**src/rtl/mdu_pkg.sv**
```systemverilog
// Shared constants for the iterative multiply/divide unit: aluCtrl codes,
// FSM state encoding, datapath width and iteration count.
package mdu_pkg;

    localparam int DATA_W = 32;
    localparam int ITER_N = 32;

    localparam logic [4:0] ALU_MULT  = 5'b01001;
    localparam logic [4:0] ALU_DIV   = 5'b01010;
    localparam logic [4:0] ALU_DIVU  = 5'b01101;
    localparam logic [4:0] ALU_MULTU = 5'b01110;

    typedef enum logic [1:0] {
        IDLE = 2'd0,
        MUL  = 2'd1,
        DIV  = 2'd2,
        FIX  = 2'd3
    } mdu_state_e;

endpackage

```
**src/rtl/mdu_div_core.sv**
```systemverilog
// Restoring divider on unsigned magnitudes: one quotient bit per step,
// 32 steps leave quotient and remainder ready for the sign fix-up.
module mdu_div_core
    import mdu_pkg::*;
(
    input  logic              clk,
    input  logic              rstN,
    input  logic              load_i,
    input  logic              step_i,
    input  logic [DATA_W-1:0] dividend_i,
    input  logic [DATA_W-1:0] divisor_i,
    output logic [DATA_W-1:0] quotient_o,
    output logic [DATA_W-1:0] remainder_o
);

    logic [DATA_W-1:0] quo_q, rem_q, dvs_q;
    logic [DATA_W:0]   shifted;
    logic [DATA_W+1:0] diff;
    logic              borrow;

    // Trial subtraction is one bit wider than the shifted remainder so the
    // borrow is unambiguous even when the shifted value exceeds 2^32.
    always_comb begin
        shifted = {rem_q, quo_q[DATA_W-1]};
        diff    = {1'b0, shifted} - {2'b00, dvs_q};
        borrow  = diff[DATA_W+1];
    end

    always_ff @(posedge clk or negedge rstN) begin
        if (!rstN) begin
            quo_q <= '0;
            rem_q <= '0;
            dvs_q <= '0;
        end else if (load_i) begin
            quo_q <= dividend_i;
            rem_q <= '0;
            dvs_q <= divisor_i;
        end else if (step_i) begin
            quo_q <= {quo_q[DATA_W-2:0], ~borrow};
            rem_q <= borrow ? shifted[DATA_W-1:0] : diff[DATA_W-1:0];
        end
    end

    assign quotient_o  = quo_q;
    assign remainder_o = rem_q;

endmodule

```
**src/rtl/mdu_iterative.sv**
```systemverilog
// Iterative MIPS-style multiply/divide unit (33 busy cycles per operation).
// Define MDU_DIV_EN to build in the divider; otherwise div/divu are ignored.
module mdu_iterative
    import mdu_pkg::*;
(
    input  logic              clk,
    input  logic              rstN,
    input  logic [4:0]        aluCtrl,
    input  logic              start,
    input  logic [DATA_W-1:0] opA,
    input  logic [DATA_W-1:0] opB,
    output logic              busy,
    output logic              done,
    output logic [DATA_W-1:0] hi,
    output logic [DATA_W-1:0] lo,
    output logic              divZero
);

    mdu_state_e          state_q, state_d;
    logic [4:0]          cnt_q, cnt_d;
    logic                isMul, isDivOp, isSigned, accept;
    logic [DATA_W-1:0]   magA, magB;
    logic [DATA_W-1:0]   mcand_q;
    logic [2*DATA_W-1:0] acc_q, prod;
    logic [DATA_W:0]     mulSum;
    logic                negRes_q;
    logic [DATA_W-1:0]   hi_q, lo_q, resHi, resLo;
    logic                done_q, divZero_q, resDz;

    always_comb begin
        isMul    = (aluCtrl == ALU_MULT) || (aluCtrl == ALU_MULTU);
        isSigned = (aluCtrl == ALU_MULT) || (aluCtrl == ALU_DIV);
`ifdef MDU_DIV_EN
        isDivOp  = (aluCtrl == ALU_DIV) || (aluCtrl == ALU_DIVU);
`else
        isDivOp  = 1'b0;
`endif
        accept   = start && (state_q == IDLE) && (isMul || isDivOp);
        magA     = (isSigned && opA[DATA_W-1]) ? (~opA + 32'd1) : opA;
        magB     = (isSigned && opB[DATA_W-1]) ? (~opB + 32'd1) : opB;
    end

    always_ff @(posedge clk or negedge rstN) begin
        if (!rstN) begin
            state_q <= IDLE;
            cnt_q   <= '0;
        end else begin
            state_q <= state_d;
            cnt_q   <= cnt_d;
        end
    end

    always_comb begin
        state_d = state_q;
        cnt_d   = cnt_q;
        case (state_q)
            IDLE: begin
                cnt_d = '0;
                if (accept) state_d = isMul ? MUL : DIV;
            end
            MUL, DIV: begin
                cnt_d = cnt_q + 5'd1;
                if (cnt_q == 5'(ITER_N - 1)) state_d = FIX;
            end
            FIX:     state_d = IDLE;
            default: state_d = IDLE;
        endcase
    end

    // Shift-add: the carry out of the upper half re-enters as the new MSB.
    assign mulSum = {1'b0, acc_q[2*DATA_W-1:DATA_W]} + (acc_q[0] ? {1'b0, mcand_q} : 33'd0);

    always_ff @(posedge clk or negedge rstN) begin
        if (!rstN) begin
            mcand_q  <= '0;
            acc_q    <= '0;
            negRes_q <= 1'b0;
        end else if (accept) begin
            negRes_q <= isSigned && (opA[DATA_W-1] ^ opB[DATA_W-1]);
            if (isMul) begin
                mcand_q <= magA;
                acc_q   <= {32'd0, magB};
            end
        end else if (state_q == MUL) begin
            acc_q <= {mulSum, acc_q[DATA_W-1:1]};
        end
    end

`ifdef MDU_DIV_EN
    logic              isDiv_q, negRem_q, divZ_q;
    logic [DATA_W-1:0] quo, rem;

    always_ff @(posedge clk or negedge rstN) begin
        if (!rstN) begin
            isDiv_q  <= 1'b0;
            negRem_q <= 1'b0;
            divZ_q   <= 1'b0;
        end else if (accept) begin
            isDiv_q  <= isDivOp;
            negRem_q <= isSigned && opA[DATA_W-1];
            divZ_q   <= (opB == '0);
        end
    end

    mdu_div_core u_div (
        .clk        (clk),
        .rstN       (rstN),
        .load_i     (accept && isDivOp),
        .step_i     (state_q == DIV),
        .dividend_i (magA),
        .divisor_i  (magB),
        .quotient_o (quo),
        .remainder_o(rem)
    );
`endif

    // Sign fix-up; a zero divisor still yields hi = opA via the remainder path.
    always_comb begin
        prod  = negRes_q ? (~acc_q + 64'd1) : acc_q;
        resHi = prod[2*DATA_W-1:DATA_W];
        resLo = prod[DATA_W-1:0];
        resDz = 1'b0;
`ifdef MDU_DIV_EN
        if (isDiv_q) begin
            resDz = divZ_q;
            resHi = negRem_q ? (~rem + 32'd1) : rem;
            resLo = divZ_q ? '1 : (negRes_q ? (~quo + 32'd1) : quo);
        end
`endif
    end

    always_ff @(posedge clk or negedge rstN) begin
        if (!rstN) begin
            hi_q      <= '0;
            lo_q      <= '0;
            done_q    <= 1'b0;
            divZero_q <= 1'b0;
        end else begin
            done_q    <= (state_q == FIX);
            divZero_q <= (state_q == FIX) && resDz;
            if (state_q == FIX) begin
                hi_q <= resHi;
                lo_q <= resLo;
            end
        end
    end

    assign busy    = (state_q != IDLE);
    assign done    = done_q;
    assign divZero = divZero_q;
    assign hi      = hi_q;
    assign lo      = lo_q;

endmodule

```
**config.mk**
```make
export PLATFORM = sky130hd
export DESIGN_NAME = mdu_iterative
export DESIGN_NICKNAME = d
export VERILOG_FILES = /design/src/rtl/mdu_pkg.sv /design/src/rtl/mdu_div_core.sv /design/src/rtl/mdu_iterative.sv
export SDC_FILE = /design/constraint.sdc
export NUM_CORES = 1
export LEC_CHECK = 0
export CORE_MARGIN = 2
export CORE_UTILIZATION = 40
export DETAILED_ROUTE_END_ITERATION = 8
export GPL_TIMING_DRIVEN = 0
export PLACE_DENSITY = 0.69
export SKIP_LAST_GASP = 1
export SLEW_MARGIN = 10
export SYNTH_ARGS = -nofsm -noshare
export SYNTH_HDL_FRONTEND = slang
export SYNTH_HIERARCHICAL = 1
export SYNTH_SLANG_ARGS = --single-unit
export TNS_END_PERCENT = 1
```
**constraint.sdc**
```tcl
create_clock -name clk -period 5.7 [get_ports clk]
set_input_delay 0.57 -clock clk [delete_from_list [all_inputs] [get_ports clk]]
set_output_delay 0.57 -clock clk [all_outputs]
set_load 0.05 [all_outputs]
```
==> flow_metrics.tcl <==
set metrics [dict create \
    status "completed" \
    max_freq_mhz 225 \
    met3_wire_len_um 2240 \
    ys_seq_area_frac 0.370 \
    die-width_um 173 \
    synth-compound-area-share 0.209 \
    yosys.area_share.adder 0.0466 \
    top_level_ports 139 \
    area_growth_syn_to_layout_pct 21.8 \
    ys_warn_count 6 \
    drc 0 \
    hold_buffers 0 \
    regToRegStartpoint "acc_q[0]" \
    critical-path-max-stage-delay_ns 0.93 \
    floorplan.rows 61 \
    place_hpwl_um 26700 \
    grt-ovfl-total 0 \
    insertedDiodeCount 0 \
    postCtsResizedCells 0 \
    cts_max_path_buffers 2 \
    reg2reg_setup_slack_ns 1.25 \
    r2r_cells 12 \
    synth_fp_nets 1458 \
    route.detailed.wl_per_inst_um 18.0 \
    timing_max_transition_violations_final 0 \
    postSynthAreaPerCell_um2 8.51 \
    core_area_mm2 0.0279 \
    drt_iter0_drc 860 \
    netlist-cell-type-count 71 \
    critical_path.slowest_cell "a2111oi_1" \
    clk_skew_ns 0.0169 \
    crit_buf_inv 2 \
    final-setup-viol-count 0 \
    die-area_mm2 0.0300 \
    worst_setup_hold_path_clk_slew_ns 0.08 \
    cts.sink_count 169 \
    synth_simple_gate_area_share 0.202 \
    tns_ns 0 \
    htree_num_levels 4 \
    wire_length_of_the_first_global_routing_pass_um 54700 \
    post_dp_cell_area_mm2 0.0133 \
    worst_setup_path_end_kind "flop" \
    cp.arrival_ns 4.83 \
    synth_ff_type "dfrtp_1" \
    report.power.total_mw 5.91 \
    synthArstFlopShare 1.00 \
    start_util 0.409 \
    synth_mux_area_frac 0.0370 \
    port_buffers 137 \
    final_util 0.499 \
    synth_cells 1344 \
    layout.cells.most_common_list "dfrtp_1, nand2_1, clkdlybuf4s50_1" \
    wl_met1_um 15800 \
    topRoutingLayerUsed "met4" \
    headroom_to_the_max_slew_limit 0.312 \
    root_buffer "clkbuf_16" \
    fp.dieH_um 173 \
    vdd_ir_drop_max_mv 0.290 \
    wl_met2_um 15500 \
    critical_path_cell_count 12 \
    timing.final.hold_violations 0 \
    postRouteWirelength_um 34100 \
    final_period_util 0.781 \
    final.min_clock_period_ns 4.45 \
    detail_route.first_pass.iterations 7 \
    cts-buffers-inserted 17 \
    final_layout_size_suffix_gt1_frac 0.0436 \
    leakage_nw 5.64 \
    critical_path.cell_chain "clkbuf_1 -> clkbuf_1 -> and2_1 -> ha_1 -> fa_1 -> a211oi_1 -> o21ai_0 -> o2111ai_1 -> a2111oi_1 -> o21ai_0 -> nor4_1 -> o21a_1" \
    num-nets-final 1615 \
    synthXorXnorAreaFrac 0.103 \
    grt_setup_unrepaired "false" \
    main_combinational_cell_family_by_area_after_synthesis "compound AO/OA/AOI/OAI gates" \
    synth.ff_latch_count 169 \
    maxCapViolations 0 \
    cp_top_family "compound AO/OA/AOI/OAI gates" \
    timing_worst_slew_pin_value_ns 1.03 \
    crit_fanout 10 \
    largest_net_degree_at_the_start_of_global_routing 109 \
    grt.total_usage 0.227 \
    power_per_cell_area_mw_per_mm2 424 \
    stdcell_area_mm2 0.0139 \
    avgViaCountPerCell 5.62 \
    synth-edff-count 0 \
    crit_path_start_kind "flop" \
    post_cts_setup_inserts 0 \
    worstReg2RegEnd "acc_q[63]" \
    min-delay-path-class "in2async" \
    crit_type "reg2reg" \
    gp_routability_congestion 0.900 \
    final_common_cell "dfrtp_1" \
    grt_antenna_before_repair 0 \
    routed-via-count 10600 \
    critical_path_required_ns 6.08 \
    netlist_area_mm2 0.0114 \
    ant_nets 0 \
    clkLatencyLatePin_ns 0.45 \
    cts_tree "built" \
    first_global_vias 10100 \
]
cells by family after synthesis:
kind of cell	Yosys count
simple gates	465
fa+ha+maj	42
flops	169
mux	41
other cells	1
compound gates	396
buf+inv	95
xor+xnor	135
synthesized netlist by cell type (4+ instances only):
| library cell | n | area share |
|---|---|---|
| nand3b_1 | 4 | 0.0026 |
| o31ai_1 | 32 | 0.021 |
| or3_1 | 12 | 0.0066 |
| o21ai_0 | 133 | 0.058 |
| dfrtp_1 | 169 | 0.37 |
| a31oi_1 | 4 | 0.0022 |
| a21oi_1 | 132 | 0.058 |
| inv_1 | 23 | 0.0075 |
| ha_1 | 41 | 0.045 |
| nand3_1 | 30 | 0.013 |
| or4_1 | 9 | 0.0059 |
| mux2_2 | 6 | 0.0059 |
| xor2_1 | 92 | 0.070 |
| o211ai_1 | 6 | 0.0039 |
| o21bai_1 | 7 | 0.0046 |
| nor2_1 | 122 | 0.040 |
| o21a_1 | 9 | 0.0059 |
| mux2i_1 | 34 | 0.030 |
| nand2b_1 | 10 | 0.0055 |
| nor3_1 | 29 | 0.013 |
| nand4_1 | 15 | 0.0082 |
| a21o_1 | 12 | 0.0079 |
| nor4_1 | 13 | 0.0071 |
| o41ai_1 | 12 | 0.0092 |
| clkbuf_1 | 64 | 0.021 |
| a211oi_1 | 18 | 0.012 |
| nand2_1 | 142 | 0.047 |
| nor2b_1 | 13 | 0.0071 |
| and2_1 | 37 | 0.020 |
| xnor2_1 | 43 | 0.033 |
| buf_1 | 6 | 0.0020 |
metal layers:
layer  track usage  vias to the layer above
li1              -                     5129
met1         0.322                     5083
met2         0.365                      376
met3        0.0308                       45
met4        0.0618                        0
met5             0                        -
state kept, by name (all words and copies together) (netlist names):
| signal | count |
|---|---|
| mcand_q | 32 |
| negRes_q | 1 |
| state_q | 2 |
| hi | 32 |
| acc_q | 64 |
| lo | 32 |
| cnt_q | 5 |
| done | 1 |
area by class of cell:
| type | count | area, µm² |
|---|---|---|
| Clock inverter | 15 | 186 |
| Fill cell | 2716 | 14000 |
| Inverter | 23 | 86.3 |
| Buffer | 72 | 275 |
| Timing Repair Buffer | 138 | 1400 |
| Clock buffer | 17 | 425 |
| Sequential cell | 169 | 4230 |
| Multi-Input combinational cell | 1080 | 6850 |
| Tap cell | 378 | 473 |
metrics by stage:
stage	worst slack, ns	hold WS (ns)	cells
floorplan	2.57	0.274	1344
global placement	-2.90	0.452	1859
detailed placement	1.34	0.463	1860
CTS	1.34	0.0583	1892
global route	1.13	0.0725	1892
finish	1.25	0.0295	1892
worst max path at each step:
stage,slack (ns),start,endpoint
2_1_floorplan,2.57,acc_q[0],acc_q[63]
3_3_place_gp,-2.90,rstN,hi[20]
3_5_place_dp,1.34,acc_q[0],acc_q[63]
4_1_cts,1.34,acc_q[0],acc_q[63]
5_1_grt,1.13,acc_q[0],acc_q[63]
6_report,1.25,acc_q[0],acc_q[63]
power breakdown:
part | leakage, nW | internal (mW) | switching [mW]
Sequential | 2.21 | 1.53 | 0.502
Clock | 0.299 | 0.666 | 0.562
Combinational | 3.13 | 1.06 | 1.59
Total | 5.64 | 3.25 | 2.66
Note: power is estimated with default switching activity, not from simulation.
